==> config.mk <==
export PLATFORM = sky130hd
export DESIGN_NAME = wb_stage
export DESIGN_NICKNAME = d
export VERILOG_FILES = /design/src/rtl/wb_stage.sv
export SDC_FILE = /design/constraint.sdc
export NUM_CORES = 1
export LEC_CHECK = 0
export ABC_CLOCK_PERIOD_IN_PS = 3500
export BUFFER_PORTS_ARGS = -buffer_cell sky130_fd_sc_hd__buf_2
export CAP_MARGIN = 20
export CORE_AREA = 2 2 142 144
export DETAILED_ROUTE_END_ITERATION = 8
export DIE_AREA = 0 0 144 146
export GPL_TIMING_DRIVEN = 1
export PLACE_DENSITY = 0.75
export SETUP_SLACK_MARGIN = 0.02
export SLEW_MARGIN = 20
export SYNTH_ARGS = -nofsm -noshare
export SYNTH_HDL_FRONTEND = slang
export SYNTH_SLANG_ARGS = --single-unit
==> constraint.sdc <==
create_clock -name clk -period 3.5 [get_ports clk]
set_clock_uncertainty 0.1 [all_clocks]
set_input_delay 0.175 -clock clk [delete_from_list [all_inputs] [get_ports clk]]
set_output_delay 0.175 -clock clk [all_outputs]
set_load 0.02 [all_outputs]
==> src/rtl/wb_stage.sv <==
// wb_stage: write-back stage downstream of MEM.
//   Accepts a retiring instruction from MEM, waits for load data from the
//   data cache when needed, aligns/merges load data (LB/LBU/LH/LHU/LW/LWL/LWR)
//   and drives the register-file write port plus forwarding/interlock status.
// Ports:
//   clk, resetn (synchronous, active-low)
//   MEM_* inputs : presented instruction, load type, rt value, cache read data
//   WB_allowin   : WB can accept an instruction this cycle
//   WB_rf_*      : register-file write port
//   WB_pc/inst   : instruction currently in WB (held until the next transfer)
//   WB_load_pending / WB_fwd_valid : interlock and forwarding status
// Optional macro WB_DEBUG_TRACE_EN adds debug_wb_pc, debug_wb_rf_wen,
//   debug_wb_rf_wnum and debug_wb_rf_wdata trace outputs.
//
// state   | meaning
// --------+------------------------------------------
// S_IDLE  | nothing held
// S_WAIT  | load held, cache data outstanding
// S_WRITE | result ready; register-file commit cycle
module wb_stage #(
   parameter int DATA_W = 32,
   parameter int REG_AW = 5
) (
   input  logic              clk,
   input  logic              resetn,
   input  logic              MEM_goto_WB,
   input  logic [31:0]       MEM_pc,
   input  logic [31:0]       MEM_inst,
   input  logic [REG_AW-1:0] MEM_dest,
   input  logic [DATA_W-1:0] MEM_alu_result,
   input  logic              MEM_load,
   input  logic              MEM_LB,
   input  logic              MEM_LBU,
   input  logic              MEM_LH,
   input  logic              MEM_LHU,
   input  logic              MEM_LW,
   input  logic              MEM_LWL,
   input  logic              MEM_LWR,
   input  logic [DATA_W-1:0] MEM_rt_value,
   input  logic [DATA_W-1:0] MEM_mem_rdata,
   input  logic              MEM_mem_rdata_valid,
   output logic              WB_allowin,
   output logic              WB_rf_wen,
   output logic [REG_AW-1:0] WB_rf_waddr,
   output logic [DATA_W-1:0] WB_rf_wdata,
   output logic [31:0]       WB_pc,
   output logic [31:0]       WB_inst,
   output logic              WB_load_pending,
`ifdef WB_DEBUG_TRACE_EN
   output logic              WB_fwd_valid,
   output logic [31:0]       debug_wb_pc,
   output logic [3:0]        debug_wb_rf_wen,
   output logic [4:0]        debug_wb_rf_wnum,
   output logic [31:0]       debug_wb_rf_wdata
`else
   output logic              WB_fwd_valid
`endif
);

   typedef enum logic [1:0] {S_IDLE, S_WAIT, S_WRITE} state_t;

   localparam logic [2:0] LT_LB  = 3'd0;
   localparam logic [2:0] LT_LBU = 3'd1;
   localparam logic [2:0] LT_LH  = 3'd2;
   localparam logic [2:0] LT_LHU = 3'd3;
   localparam logic [2:0] LT_LW  = 3'd4;
   localparam logic [2:0] LT_LWL = 3'd5;
   localparam logic [2:0] LT_LWR = 3'd6;

   state_t            state_q;
   logic [31:0]       pc_q;
   logic [31:0]       inst_q;
   logic [REG_AW-1:0] dest_q;
   logic [1:0]        addr_q;
   logic [2:0]        ltype_q;
   logic [DATA_W-1:0] rt_q;
   logic [DATA_W-1:0] result_q;

   logic              xfer;
   logic [2:0]        ltype_d;
   logic [DATA_W-1:0] load_data_d;
   logic [7:0]        byte_sel;
   logic [15:0]       half_sel;

   assign WB_allowin = (state_q != S_WAIT);
   assign xfer       = MEM_goto_WB && WB_allowin;

   // One-hot type flags to a code; a load with no flag set behaves as LW.
   always_comb begin
      ltype_d = LT_LW;
      if      (MEM_LB)  ltype_d = LT_LB;
      else if (MEM_LBU) ltype_d = LT_LBU;
      else if (MEM_LH)  ltype_d = LT_LH;
      else if (MEM_LHU) ltype_d = LT_LHU;
      else if (MEM_LWL) ltype_d = LT_LWL;
      else if (MEM_LWR) ltype_d = LT_LWR;
   end

   always_comb begin
      byte_sel = MEM_mem_rdata[7:0];
      case (addr_q)
         2'd0: byte_sel = MEM_mem_rdata[7:0];
         2'd1: byte_sel = MEM_mem_rdata[15:8];
         2'd2: byte_sel = MEM_mem_rdata[23:16];
         2'd3: byte_sel = MEM_mem_rdata[31:24];
         default: byte_sel = MEM_mem_rdata[7:0];
      endcase
      half_sel = addr_q[1] ? MEM_mem_rdata[31:16] : MEM_mem_rdata[15:0];

      load_data_d = MEM_mem_rdata;
      case (ltype_q)
         LT_LB:  load_data_d = {{24{byte_sel[7]}}, byte_sel};
         LT_LBU: load_data_d = {24'd0, byte_sel};
         LT_LH:  load_data_d = {{16{half_sel[15]}}, half_sel};
         LT_LHU: load_data_d = {16'd0, half_sel};
         LT_LWL: begin
            case (addr_q)
               2'd0: load_data_d = {MEM_mem_rdata[7:0],  rt_q[23:0]};
               2'd1: load_data_d = {MEM_mem_rdata[15:0], rt_q[15:0]};
               2'd2: load_data_d = {MEM_mem_rdata[23:0], rt_q[7:0]};
               default: load_data_d = MEM_mem_rdata;
            endcase
         end
         LT_LWR: begin
            case (addr_q)
               2'd1: load_data_d = {rt_q[31:24], MEM_mem_rdata[31:8]};
               2'd2: load_data_d = {rt_q[31:16], MEM_mem_rdata[31:16]};
               2'd3: load_data_d = {rt_q[31:8],  MEM_mem_rdata[31:24]};
               default: load_data_d = MEM_mem_rdata;
            endcase
         end
         default: load_data_d = MEM_mem_rdata;
      endcase
   end

   always_ff @(posedge clk) begin
      if (!resetn) begin
         state_q  <= S_IDLE;
         pc_q     <= '0;
         inst_q   <= '0;
         dest_q   <= '0;
         addr_q   <= '0;
         ltype_q  <= LT_LW;
         rt_q     <= '0;
         result_q <= '0;
      end else begin
         case (state_q)
            S_WAIT: begin
               if (MEM_mem_rdata_valid) begin
                  result_q <= load_data_d;
                  state_q  <= S_WRITE;
               end
            end
            default: begin
               // IDLE and WRITE both accept a new instruction; WRITE lasts one cycle.
               if (xfer) begin
                  pc_q    <= MEM_pc;
                  inst_q  <= MEM_inst;
                  dest_q  <= MEM_dest;
                  addr_q  <= MEM_alu_result[1:0];
                  ltype_q <= ltype_d;
                  rt_q    <= MEM_rt_value;
                  if (MEM_load) begin
                     state_q <= S_WAIT;
                  end else begin
                     result_q <= MEM_alu_result;
                     state_q  <= S_WRITE;
                  end
               end else begin
                  state_q <= S_IDLE;
               end
            end
         endcase
      end
   end

   assign WB_rf_wen       = (state_q == S_WRITE) && (dest_q != '0);
   assign WB_rf_waddr     = dest_q;
   assign WB_rf_wdata     = result_q;
   assign WB_fwd_valid    = WB_rf_wen;
   assign WB_pc           = pc_q;
   assign WB_inst         = inst_q;
   assign WB_load_pending = (state_q == S_WAIT) && (dest_q != '0);

`ifdef WB_DEBUG_TRACE_EN
   assign debug_wb_pc       = pc_q;
   assign debug_wb_rf_wen   = {4{WB_rf_wen}};
   assign debug_wb_rf_wnum  = dest_q;
   assign debug_wb_rf_wdata = result_q;
`endif

endmodule

== Word-level counts from Yosys, hierarchy flattened ==
Cells that the tools add are included.

* Bits in registers: 140
* Bits of input ports: 177
* Output and inout port bits: 105
* Word-level logic and storage cells: 50

* Equal/unequal tests: 13
* Mux-type cells: 19
* Bitwise logic cells: 1
* Reductions and logical operators: 9

{| class="wikitable"
|+ Operator list
! cell !! count
|-
| case mux 32 bit (3 select lines) || 2
|-
| case mux 32 bit (6 select lines) || 1
|-
| 2-to-1 mux 32 bit || 4
|-
| case mux 8 bit (4 select lines) || 1
|-
| 2-to-1 mux 16 bit || 1
|-
| 2-to-1 mux 2 bit || 6
|-
| 2-to-1 mux 3 bit || 4
|-
| equality test 2 bit (second input constant) || 3
|-
| equality test 3 x 2 -> 1 bit (second input constant) || 2
|-
| equality test 3 bit (second input constant) || 2
|-
| nonzero test 5 bit || 1
|-
| equality test 2 x 1 -> 1 bit (second input constant) || 2
|-
| inequality test 2 x 1 -> 1 bit (second input constant) || 2
|-
| equality test 3 x 1 -> 1 bit (second input constant) || 1
|-
| logical AND 1 bit || 3
|-
| logical NOT 3 bit || 1
|-
| AND reduction 3 bit || 1
|-
| logical NOT 2 bit || 1
|-
| inequality test 2 bit (second input constant) || 1
|-
| AND reduction 2 bit || 1
|-
| nonzero test 2 bit || 1
|-
| inverter 1 bit || 1
|}

== Longest topological paths before layout ==
Gate-level depths: netlist (run 1).

* Depth after elaboration: 6
* Mapped depth: 9
* Depth with buffers taken out: 5

== Worst setup path before layout (run 1) ==
Ideal clock, no wire load.

* Path type: register to register
* From: register addr_q[0]
* To: register result_q[25] (netlist: WB_rf_wdata[25])
* Setup time: 0.139 ns
* Arrival time: 1.568 ns
* Required time: 3.261 ns
* Setup slack: 1.693 ns
* Stages on the path, launching flop included: 7
* Buffers on the path: 2
* Clock period less this slack: 1.807 ns
* Cells stage by stage: dfxtp_1 -> buf_6 -> buf_8 -> nor2_2 -> mux2_2 -> a222oi_1 -> a221oi_1

* Cells in the longest elaborated chain, start to end: 5
* Elaborated cells on any way between the ends: 10
* Classes of those cells: 3 x eq/ne; 6 x mux; 1 x reduce/logical

{| class="wikitable"
|+ RTL lines
! what !! line !! source
|-
| start: declaration || 74 || <nowiki>logic [1:0] addr_q;</nowiki>
|-
| start signal: assignment || 160 || <nowiki>addr_q <= MEM_alu_result[1:0];</nowiki>
|-
| equality test 2 bit, or another cell as far along || 101, 125 ||
|-
| case mux 8 bit (4 select lines), or another cell as far along || 101 || <nowiki>case (addr_q)</nowiki>
|-
| case mux 32 bit (6 select lines) * || 111 || <nowiki>case (ltype_q)</nowiki>
|-
| 2-to-1 mux 32 bit * || 149 || <nowiki>if (MEM_mem_rdata_valid) begin</nowiki>
|-
| 2-to-1 mux 32 bit * || 147 || <nowiki>case (state_q)</nowiki>
|-
| end signal: assignment || 150 || <nowiki>result_q <= load_data_d;</nowiki>
|-
| end signal: assignment || 166 || <nowiki>result_q <= MEM_alu_result;</nowiki>
|-
| end: declaration || 77 || <nowiki>logic [DATA_W-1:0] result_q;</nowiki>
|}

Every way passes the cells marked *; elsewhere a longest branch is shown, timed or not. The select of a mux whose other input is x is not followed.
A chain may end at the register's enable or synchronous reset.

== Worst setup path after layout (run 1) ==
* From: register ltype_q[1]
* To: register result_q[27] (netlist: WB_rf_wdata[27])

* Cells in the longest elaborated chain, start to end: 4
* Elaborated cells on any way between the ends: 9
* Classes of those cells: 5 x eq/ne; 3 x mux; 1 x reduce/logical

{| class="wikitable"
|+ RTL lines
! what !! line !! source
|-
| start: declaration || 75 || <nowiki>logic [2:0] ltype_q;</nowiki>
|-
| start signal: assignment || 161 || <nowiki>ltype_q <= ltype_d;</nowiki>
|-
| equality test 3 bit, or another cell as far along || 111 ||
|-
| case mux 32 bit (6 select lines) * || 111 ||
|-
| 2-to-1 mux 32 bit * || 149 ||
|-
| 2-to-1 mux 32 bit * || 147 ||
|}

Marks and branches as above.

==> results of run 1 <==
==> worst min-delay path: cells and delay by family <==
family | cells | cell delay (ns)
buffers and inverters | 1 | 0.10
AOI/OAI and AO/OA | 2 | 0.22
==> kinds of logic (layout without fill, tap and decap cells) <==
| group | after synthesis | in the layout | share of synthesized area [%] |
|---|---|---|---|
| AND/OR/NAND/NOR | 339 | 339 | 19.1 |
| buffers and inverters | 113 | 456 | 6.73 |
| AO/OA/AOI/OAI | 293 | 293 | 25.2 |
| other | 0 | 4 | 0 |
| flip-flops | 140 | 140 | 36.6 |
| XOR/XNOR | 1 | 1 | 0.212 |
| multiplexers | 82 | 82 | 12.2 |
==> synthesized netlist by cell type (2+ instances only) <==
library cell,n
buf_4,9
nand2b_1,4
a222oi_1,7
nand3b_1,3
mux2_2,10
buf_2,31
inv_1,22
a21boi_0,7
a31oi_1,19
a221oi_1,6
o32a_1,7
o22ai_1,22
o2bb2ai_1,7
mux4_2,8
a32oi_1,8
o221ai_1,10
o31ai_1,8
and3_1,15
or4_1,2
o21ai_0,23
nor2b_1,19
and2_1,2
nor3b_1,10
clkbuf_1,46
o31a_1,9
nor2_2,3
buf_1,2
nand2_1,211
a211oi_1,32
nor2_1,64
o211ai_1,3
a21oi_1,115
dfxtp_1,140
mux2i_1,64
a22o_1,2
==> power breakdown <==
part / leakage (nW) / switching (W) / internal [W]
logic: 3.19 / 0.000600 / 0.000429
clock network: 0.283 / 0.000814 / 0.00103
registers: 1.15 / 0.0000805 / 0.00170
total: 4.62 / 0.00149 / 0.00316
==> layer usage <==
metal / share of wire (%) / track usage [%] / up-vias
met5: 0.037 / 0 / -
met1: 41 / 36.3 / 4028
met4: 2.9 / 10.2 / 2
met3: 10 / 7.37 / 70
li1: - / - / 4117
met2: 46 / 43.3 / 476
==> sequential cells by signal, summed over array words and instances (netlist names) <==
name / cells
state_q: 2
WB_pc: 32
ltype_q: 3
rt_q: 32
WB_rf_waddr: 5
WB_inst: 32
addr_q: 2
WB_rf_wdata: 32
==> final cells by class <==
class,instances,area (sq um),area share [%]
timing repair buffer,401,2610,24.2
tap,265,332,3.07
clock buffer,18,439,4.07
clock inverter,14,155,1.44
antenna,4,10.0,0.0928
multi-input combinational,715,4350,40.3
inverter,23,87.6,0.812
sequential,140,2810,26.0
==> metrics by stage <==
stage          worst slack (ns)  total power (W)  utilization (%)  std cells  hold WS [ns]
3_5_place_dp               1.01          0.00272             47.2       1438         0.321
6_report                  0.948          0.00465             55.8       1580        0.0147
3_3_place_gp               1.01          0.00271             47.2       1438         0.316
4_1_cts                   0.992          0.00465             55.7       1576       0.00113
5_1_grt                   0.691          0.00483             55.8       1578        0.0129
2_1_floorplan              1.69          0.00238                -        968         0.211
==> path summary, 6_finish.rpt <==
check	start	end	slack (ns)
max	ltype_q[1]$_SDFFE_PN0P_	WB_rf_wdata[27]$_SDFFE_PN0P_	0.95
max reg2reg	ltype_q[1]$_SDFFE_PN0P_	WB_rf_wdata[27]$_SDFFE_PN0P_	0.95
min reg2reg	WB_inst[16]$_SDFFE_PN0P_	WB_inst[16]$_SDFFE_PN0P_	0.35
min	MEM_LBU	ltype_q[0]$_SDFFE_PN0P_	0.01
==> metrics.txt, run 1 <==
R2R cell count=4; TNS Setup=0 ns; antenna violations before repair=4; via density per instance=5.50; Nets=1,475; chip height=146 microns; hpwl dp=20.0 mm; sequential area share after synthesis=36.6%; RSZ-0062 raised after global routing=false; Area growth syn-to-layout=40.9%; Max-Cap Viols=0; Least-Margin Pin Slew=1.00 ns; die area=21,000 sq um; cell taking the most area after synthesis=dfxtp_1; DR iter-0 viols=810; global-route wire length before repair=45.3 mm; Fill cells=1,757; largest net degree at the start of global routing=72; status=complete, no violations; syn nets=1,145; drc violations=0; VDD IR-drop max=318 uV; area fraction of the dominant cell type after synthesis=36.6%; DRT Pass-1 Iters=6; Vias=8,693; routed length per instance=18.8 microns; Detail Route Antenna Nets=0; drt total wl=29.7 mm; Final period util=72.9%; Leakage=4.62 nW; share of flip-flops with an asynchronous set or reset=0%; Worst Path Buf+Inv=0; H-tree depth=4; CP arrival=2.77 ns; number of buffers created by CTS=17; Core Region=19,300 sq um; fmax=392 MHz; post-CTS sizing=0; IO buf count=280; Slew Limit Fails=0; PwrDens=431 nW/um^2; CTS Root Cell=clkbuf_16; ys flop type=dfxtp_1; critical path class=flip-flop to flip-flop; Avg Cell Area, Syn=7.91 sq um; layout cells sized above 1=27.5%; Post-CTS Setup Inserts=0; CTS sink count=140; WHS Path Cells=3; Critical Path Stages=4; GR Util All Layers=27.6%; YS warnings=0; top cell family by delay on the critical path=XOR/XNOR gates; Relative slew margins=32.9%; clk slew on worst S/H paths=0.07 ns; CTS Buffer Depth=2; GRT Residual Overflow=0; cells after synthesis=968; Final Cell Area=10,800 sq um; Worst Path Max Fanout=19; CP Launch Type=flip-flop; Clock Latency Late Sink=0.42 ns; Tmin final=2.55 ns; num ports=282; cell chain of the critical path=xnor2_2 -> nand2_1 -> o211a_4 -> a221oi_1; Hold Path Class=input port to flip-flop; flops & latches, synth=140; placed cell area=9120 sq um; final count of negative-setup-slack endpoints=0; Synth area leaders=dfxtp_1 37%, nand2_1 10%, mux2i_1 8.4%, a21oi_1 7.5%, a211oi_1 3.1%; CP Data Required Time=3.72 ns; max incr delay on CP=0.84 ns; most common cell after layout, fill and taps aside=buf_2; Worst Setup End Kind=flip-flop; Core Rows=51; vias in the first global route=8,263; CP max stage cell=xnor2_2; Die W=144 microns; Synth Cell Area=7660 sq um; Fin. Hold Viols=0; CTS tree=done; EDFF count, synth=0; GPL Wtd Cong=0.959; starting density of the core=39.6%; most frequent cells in the layout=280 x buf_2, 211 x nand2_1, 138 x dfxtp_1; post-synthesis cell type count=53; # hold bufs at CTS=106
No activity file was read; power rests on OpenSTA's default activity.
==> run 2, diff against run 1 <==
--- a/config.mk
+++ b/config.mk
@@ -5,14 +5,15 @@
 export SDC_FILE = /design/constraint.sdc
 export NUM_CORES = 1
 export LEC_CHECK = 0
-export ABC_CLOCK_PERIOD_IN_PS = 3500
+export ABC_AREA = 1
+export ABC_CLOCK_PERIOD_IN_PS = 2100
 export BUFFER_PORTS_ARGS = -buffer_cell sky130_fd_sc_hd__buf_2
 export CAP_MARGIN = 20
-export CORE_AREA = 2 2 142 144
+export CORE_AREA = 2 2 141 143
 export DETAILED_ROUTE_END_ITERATION = 8
-export DIE_AREA = 0 0 144 146
+export DIE_AREA = 0 0 143 145
 export GPL_TIMING_DRIVEN = 1
-export PLACE_DENSITY = 0.75
+export PLACE_DENSITY = 0.78
 export SETUP_SLACK_MARGIN = 0.02
 export SLEW_MARGIN = 20
 export SYNTH_ARGS = -nofsm -noshare
==> constraint.sdc (replaced) <==
create_clock -name clk -period 2.1 [get_ports clk]
set_clock_uncertainty 0.1 [all_clocks]
set_input_delay 0.105 -clock clk [delete_from_list [all_inputs] [get_ports clk]]
set_output_delay 0.105 -clock clk [all_outputs]
set_load 0.02 [all_outputs]
==> run 2 against run 1 <==
Core utilization is 2.6 points higher. Combinational power up 110%. Area after synthesis decreased by 1.9%. Via count increased by 14%. Synthesized cell count up 26%. Sequential share of layout area fell by 1.0 points. Sequential power is 69% higher. Critical path depth increased by 3. First-iteration DRC count decreased by 0.62%. Register-to-register slack worse by 0.88 ns. Critical path type is now input port to flip-flop. Critical endpoint is now ltype_q[2]$_SDFFE_PN1P_. Largest cell class unchanged. Largest power group unchanged.
==> metrics.txt, run 2 <==
status=complete, no violations (unchanged); Post-Synth Adder-Cell Area=0% (unchanged); Clock Latency Late Sink=0.42 ns (about the same); IO buf count=280 (unchanged); CP most frequent cell=dlygate4sd3_1; multi-input logic area=3940 sq um (was 4350 sq um); layout cells sized above 1=22.6% (was 27.5%); dpl cells=1,715 (was 1,438); global-route wire length before repair=51.8 mm (was 45.3 mm); clk slew on worst S/H paths=0.07 ns (about the same); num ports=282 (unchanged); DRT Pass-1 Iters=6 (unchanged); Area growth syn-to-layout=49.3% (was 40.9%); via density per instance=5.25 (was 5.50); most common cell in the netlist=nand2_1 (unchanged); syn nets=1,395 (was 1,145); Synth area leaders=dfxtp_1 37%, nand2_1 13%, o21ai_0 11%, a21oi_1 10%, nor2_1 10% (was dfxtp_1 37%, nand2_1 10%, mux2i_1 8.4%, a21oi_1 7.5%, a211oi_1 3.1%); Hold Path Class=input port to flip-flop (unchanged); Worst Path Max Fanout=2 (was 19); drt total wl=33.9 mm (was 29.7 mm); Max-Cap Viols=0 (unchanged); CTS Buffer Depth=2 (unchanged); VDD IR-drop max=551 uV (was 318 uV); cells after synthesis=1,218 (was 968); CTS Root Cell=clkbuf_16 (unchanged); EDFF count, synth=0 (unchanged); Fill cells=1,710 (was 1,757); largest net degree at the start of global routing=67 (was 72); H-tree depth=4 (unchanged); number of buffers created by CTS=17 (unchanged); CP Data Required Time=2.35 ns (was 3.72 ns); GR Util All Layers=31.9% (was 27.6%); XOR/XNOR Fraction of Synth Area=0% (was 0.212%); Core Region=19,200 sq um (was 19,300 sq um); hold slack=0.0323 ns (was 0.0147 ns); CP arrival=2.33 ns (was 2.77 ns); Reg2Reg Setup Slack=0.07 ns (was 0.95 ns); vias in the first global route=9,688 (was 8,263); PwrDens=726 nW/um^2 (was 431 nW/um^2); Least-Margin Pin Slew=0.601 ns (was 1.00 ns); Synth Cell Area=7510 sq um (was 7660 sq um); chip height=145 microns (was 146 microns); RR Startpoint=state_q[1]$_SDFFE_PN0P_ (was ltype_q[1]$_SDFFE_PN0P_); YS warnings=0 (unchanged); share of flip-flops with an asynchronous set or reset=0% (unchanged); Nets=1,786 (was 1,475); post-synthesis cell type count=22 (was 53); proportion of synthesized area in mux cells=0% (was 12.2%); main combinational cell family by area after synthesis=simple AND/OR/NAND/NOR gates (was compound AO/OA/AOI/OAI gates); die area=20,700 sq um (was 21,000 sq um); Leakage=5.53 nW (was 4.62 nW); DR iter-0 viols=805 (was 810); routed length per instance=17.9 microns (was 18.8 microns); R2R cell count=8 (was 4); Post-CTS Setup Inserts=0 (unchanged); Tot Pwr=0.00815 W (was 0.00465 W); ys flop type=dfxtp_1 (unchanged); Final Cell Area=11,200 sq um (was 10,800 sq um); final count of negative-setup-slack endpoints=0 (unchanged); starting density of the core=39.1% (was 39.6%); Die W=143 microns (was 144 microns); max incr delay on CP=0.62 ns (was 0.84 ns); Slew Limit Fails=0 (unchanged); Avg Cell Area, Syn=6.17 sq um (was 7.91 sq um); area fraction of the dominant cell type after synthesis=37.3% (was 36.6%); RSZ-0062 raised after global routing=true (was false); Tmin final=2.08 ns; most common cell after layout, fill and taps aside=buf_2 (unchanged); Synth Area in Simple Gates=29.1% (was 19.1%); Core Rows=51 (unchanged); Worst Setup EP=ltype_q[2]$_SDFFE_PN1P_ (was WB_rf_wdata[27]$_SDFFE_PN0P_); CP max stage cell=dlygate4sd3_1 (was xnor2_2); flops & latches, synth=140 (unchanged); most frequent cells in the layout=279 x buf_2, 257 x nand2_1, 199 x nor2_1 (was 280 x buf_2, 211 x nand2_1, 138 x dfxtp_1); Worst Setup End Kind=flip-flop (unchanged); most frequent cells after synthesis=258 x nand2_1, 200 x nor2_1, 165 x o21ai_0 (was 211 x nand2_1, 140 x dfxtp_1, 115 x a21oi_1); sequential area share after synthesis=37.3% (was 36.6%); Fin. Hold Viols=0 (unchanged); Vias=9,914 (was 8,693); critical path class=input port to flip-flop (was flip-flop to flip-flop); Detail Route Antenna Nets=0 (unchanged); reg2reg end=ltype_q[2]$_SDFFE_PN1P_ (was WB_rf_wdata[27]$_SDFFE_PN0P_); GPL Wtd Cong=0.947 (was 0.959); CP Launch Point=MEM_LH (was ltype_q[1]$_SDFFE_PN0P_); CP Launch Type=input port (was flip-flop); CTS sink count=140 (unchanged); Final period util=99.2%; antenna violations before repair=1 (was 4); Register Area=2800 sq um (was 2810 sq um); min-delay src=MEM_mem_rdata[19] (was MEM_LBU); cell chain of the critical path=dlygate4sd3_1 -> buf_2 -> nor2_1 -> dlygate4sd3_1 -> nand3_1 -> dlygate4sd3_1 -> o211ai_1 (was xnor2_2 -> nand2_1 -> o211a_4 -> a221oi_1); Relative slew margins=59.9% (was 32.9%); placed cell area=9230 sq um (was 9120 sq um); CTS tree=done (unchanged); fmax=480 MHz; Non-Filler Instances=1,888 (was 1,580); drc violations=0 (unchanged); cell taking the most area after synthesis=dfxtp_1 (unchanged); GRT Residual Overflow=0 (unchanged); post-synthesis compound-gate area fraction=23.2% (was 25.2%); hpwl dp=22.1 mm (was 20.0 mm)
==> run 2: critical path: cells and delay by family <==
kind | cells | cell delay [ns]
buffers and inverters | 4 | 1.90
AOI/OAI and AO/OA | 1 | 0.07
and+or+nand+nor | 2 | 0.25
==> run 2: worst min-delay path by stage <==
| stage | endpoint | slack [ns] | depth (start not counted) |
|---|---|---|---|
| after floorplan | state_q[0]$_SDFFE_PN0P_ | 0.15 | 2 |
| after global placement | WB_pc[16]$_SDFFE_PN0P_ | 0.25 | 3 |
| after detailed placement | WB_inst[29]$_SDFFE_PN0P_ | 0.26 | 3 |
| after CTS | WB_rf_wdata[19]$_SDFFE_PN0P_ | 0.01 | 5 |
| after global routing | WB_rf_wdata[19]$_SDFFE_PN0P_ | 0.04 | 5 |
| final | WB_rf_wdata[19]$_SDFFE_PN0P_ | 0.03 | 5 |
==> run 2: logic make-up after synthesis <==
logic type      Yosys count
simple gates            548
compound gates          339
buf+inv                 191
flops                   140
==> run 2: area by class of cell <==
type	instances	share of cell area, %
well taps	265	2.95
flip-flops and latches	140	25.0
inverters	103	3.45
clock inverters	14	1.27
clock buffers	18	3.91
multi-input cells	887	35.1
repair buffers	460	28.3
diodes	1	0.0223
==> run 2: repair_timing <==
| action | 4_1_cts | 5_1_grt |
|---|---|---|
| gates cloned | 0 | 0 |
| endpoints found under the hold margin | 138 | 0 |
| hold buffers | 140 | 0 |
| setup endpoints to repair | 1 | 3 |
| resized for setup | 1 | 0 |
==> run 2: metal layers <==
layer,GRT usage [%],part of all wire [%]
met1,37.4,37
met2,54.4,48
met3,6.57,9.4
met4,16.7,5.4
met5,0,0
==> run 2: power by group <==
group	leakage, nW	total, W	switching, W	internal [W]
registers	1.16	0.00300	0.000128	0.00288
clock network	0.289	0.00302	0.00141	0.00162
logic	4.08	0.00212	0.00132	0.000806
total	5.53	0.00815	0.00285	0.00530
==> run 2: stage by stage <==
stage          utilization [%]  setup TNS [ns]  setup WS (ns)
6_report                  58.4               0         0.0165
5_1_grt                   58.4        -0.00672       -0.00416
4_1_cts                   58.4               0          0.105
3_5_place_dp              48.1               0          0.226
3_3_place_gp              48.1               0          0.256
2_1_floorplan                -               0          0.602
==> run 3, diff against run 2 <==
--- a/config.mk
+++ b/config.mk
@@ -12,9 +12,10 @@
 export CORE_AREA = 2 2 141 143
 export DETAILED_ROUTE_END_ITERATION = 8
 export DIE_AREA = 0 0 143 145
+export GPL_ROUTABILITY_DRIVEN = 0
 export GPL_TIMING_DRIVEN = 1
 export PLACE_DENSITY = 0.78
-export SETUP_SLACK_MARGIN = 0.02
+export SETUP_SLACK_MARGIN = 0.15
 export SLEW_MARGIN = 20
 export SYNTH_ARGS = -nofsm -noshare
 export SYNTH_HDL_FRONTEND = slang
==> run 3 against run 2 <==
Total power increased by 0.32%. Core utilization is 0.38 points higher. Combinational power is essentially flat. Flip-flop and latch count did not move. Register-to-register slack better by 0.15 ns. Sequential share of layout area is 0.11 points lower. Cell count down 0.53%. Worst hold slack got worse by 0.0067 ns. Critical endpoint is now WB_rf_wdata[18]$_SDFFE_PN0P_. Largest cell class unchanged.
==> metrics.txt, run 3 (synthesized netlist as in run 2, its figures left out) <==
Core Region=19,200 sq um (unchanged); max incr delay on CP=0.43 ns (was 0.62 ns); CTS tree=done (unchanged); Core Rows=51 (unchanged); CP arrival=2.10 ns (was 2.33 ns); Worst Path Max Fanout=13 (was 2); TNS Setup=0 ns (unchanged); Relative slew margins=61.9% (was 59.9%); Clock Latency Late Sink=0.43 ns (was 0.42 ns); Post-Place Worst Slack=0.213 ns (was 0.226 ns); global-route wire length before repair=49.3 mm (was 51.8 mm); Tmin final=1.88 ns (was 2.08 ns); Worst Setup End Kind=flip-flop (unchanged); CTS sink count=140 (unchanged); Detail Route Antenna Nets=0 (unchanged); hpwl dp=20.5 mm (was 22.1 mm); DR iter-0 viols=1,181 (was 805); Slew Limit Fails=0 (unchanged); die area=20,700 sq um (unchanged); final count of negative-setup-slack endpoints=0 (unchanged); Max-Cap Viols=0 (unchanged); Leakage=5.53 nW (about the same); most frequent cells in the layout=279 x buf_2, 256 x nand2_1, 198 x nor2_1 (was 279 x buf_2, 257 x nand2_1, 199 x nor2_1); num ports=282 (unchanged); CP most frequent cell=nand2_1 (was dlygate4sd3_1); drt total wl=32.6 mm (was 33.9 mm); hold slack=0.0256 ns (was 0.0323 ns); DRT Pass-1 Iters=7 (was 6); status=complete, no violations (unchanged); layout cells sized above 1=22.5% (was 22.6%); top cell family by delay on the critical path=simple AND/OR/NAND/NOR gates (was buffers and inverters); drc violations=0 (unchanged); Die W=143 microns (unchanged); CTS Buffer Depth=2 (unchanged); Vias=10,063 (was 9,914); via density per instance=5.36 (was 5.25); CTS Root Cell=clkbuf_16 (unchanged); Least-Margin Pin Slew=0.571 ns (was 0.601 ns); fmax=532 MHz (was 480 MHz); largest net degree at the start of global routing=103 (was 67); Nets=1,776 (was 1,786); CP Data Required Time=2.32 ns (was 2.35 ns); cell chain of the critical path=buf_6 -> nand2_1 -> nand2_1 -> nand2_1 -> nand3_1 -> buf_4 -> nand2_1 -> inv_1 -> nand2_1 -> nand2_1 -> a21oi_1 (was dlygate4sd3_1 -> buf_2 -> nor2_1 -> dlygate4sd3_1 -> nand3_1 -> dlygate4sd3_1 -> o211ai_1); vias in the first global route=9,597 (was 9,688); CP Launch Type=flip-flop (was input port); critical path class=flip-flop to flip-flop (was input port to flip-flop); starting density of the core=39.1% (unchanged); chip height=145 microns (unchanged); VDD IR-drop max=606 uV (was 551 uV); IO buf count=280 (unchanged); Area growth syn-to-layout=50.3% (was 49.3%); CP max stage cell=dfxtp_1 (was dlygate4sd3_1); Hold Path Class=input port to flip-flop (unchanged); antenna violations before repair=1 (unchanged); fin worst setup slack=0.220 ns (was 0.0165 ns); Worst Path Buf+Inv=3 (was 4); clk slew on worst S/H paths=0.07 ns (about the same); RSZ-0062 raised after global routing=true (unchanged); Final period util=89.5% (was 99.2%); GRT Residual Overflow=0 (unchanged); H-tree depth=4 (unchanged); Fill cells=1,712 (was 1,710); PwrDens=724 nW/um^2 (was 726 nW/um^2); most common cell after layout, fill and taps aside=buf_2 (unchanged); routed length per instance=17.4 microns (was 17.9 microns); GR Util All Layers=30.0% (was 31.9%); Fin. Hold Viols=0 (unchanged); number of buffers created by CTS=17 (unchanged)
run 3: cell types whose count changed in the layout (fill, tap and decap cells not counted), moves of 2 or more:
| cell | before | now |
|---|---|---|
| inv_6 | 5 | 7 |
| clkbuf_16 | 17 | 19 |
| inv_2 | 5 | 3 |
| dfxtp_1 | 140 | 137 |
| buf_4 | 35 | 15 |
| inv_4 | 0 | 2 |
| buf_12 | 5 | 10 |
| dfxtp_2 | 0 | 2 |
| clkinv_4 | 3 | 1 |
run 3: power breakdown:
part / switching (W) / internal (W)
Combinational: 0.00132 / 0.000818
Clock: 0.00141 / 0.00162
Sequential: 0.000129 / 0.00288
Total: 0.00286 / 0.00532
run 3: final timing paths:
| path | startpoint | to | slack, ns | depth (start not counted) |
|---|---|---|---|---|
| worst max-delay path | addr_q[1]$_SDFFE_PN0P_ | WB_rf_wdata[18]$_SDFFE_PN0P_ | 0.22 | 11 |
| worst min-delay path | MEM_mem_rdata[2] | WB_rf_wdata[2]$_SDFFE_PN0P_ | 0.03 | 5 |
| worst max register to register | addr_q[1]$_SDFFE_PN0P_ | WB_rf_wdata[18]$_SDFFE_PN0P_ | 0.22 | 11 |
| worst min register to register | rt_q[28]$_SDFFE_PN0P_ | rt_q[28]$_SDFFE_PN0P_ | 0.36 | 2 |
run 3: what timing repair did:
item / 4_1_cts / 5_1_grt
buffers inserted: 0 / 3
endpoints found under the setup margin: 2 / 28
cloned: 0 / 2
endpoints found under the hold margin: 139 / 0
hold buffers: 141 / 0
gates resized for setup: 1 / 18
run 3: area by class of cell:
cell class	instances	area [sq um]	share of cell area (%)
Multi-Input combinational cell	887	3950	35.0
Timing Repair Buffer	450	3220	28.5
Sequential cell	140	2810	24.9
Clock buffer	18	439	3.89
Inverter	103	395	3.50
Tap cell	265	332	2.94
Clock inverter	14	143	1.26
Antenna cell	1	2.50	0.0222
run 3: worst reg2reg max path, delay by kind of cell, from the launching register on:
kind	cells	cell delay, ns
buffers and inverters	3	0.45
DFF	1	0.43
AOI/OAI and AO/OA	1	0.10
and+or+nand+nor	7	0.68
run 3: layer usage:
layer	track usage, %	share of wire [%]
met1	34.2	35
met2	50.0	47
met3	7.43	11
met4	18.7	6.5
met5	0	0
run 3: through the flow:
step                      utilization (%)  std cells  instance area [sq um]  power [W]
after floorplan                         -       1218                   7510    0.00415
after global placement               47.8       1699                   9170    0.00482
after detailed placement             47.8       1699                   9170    0.00485
after CTS                            58.2       1872                  11200    0.00805
after global routing                 58.8       1878                  11300    0.00852
final                                58.8       1878                  11300    0.00818
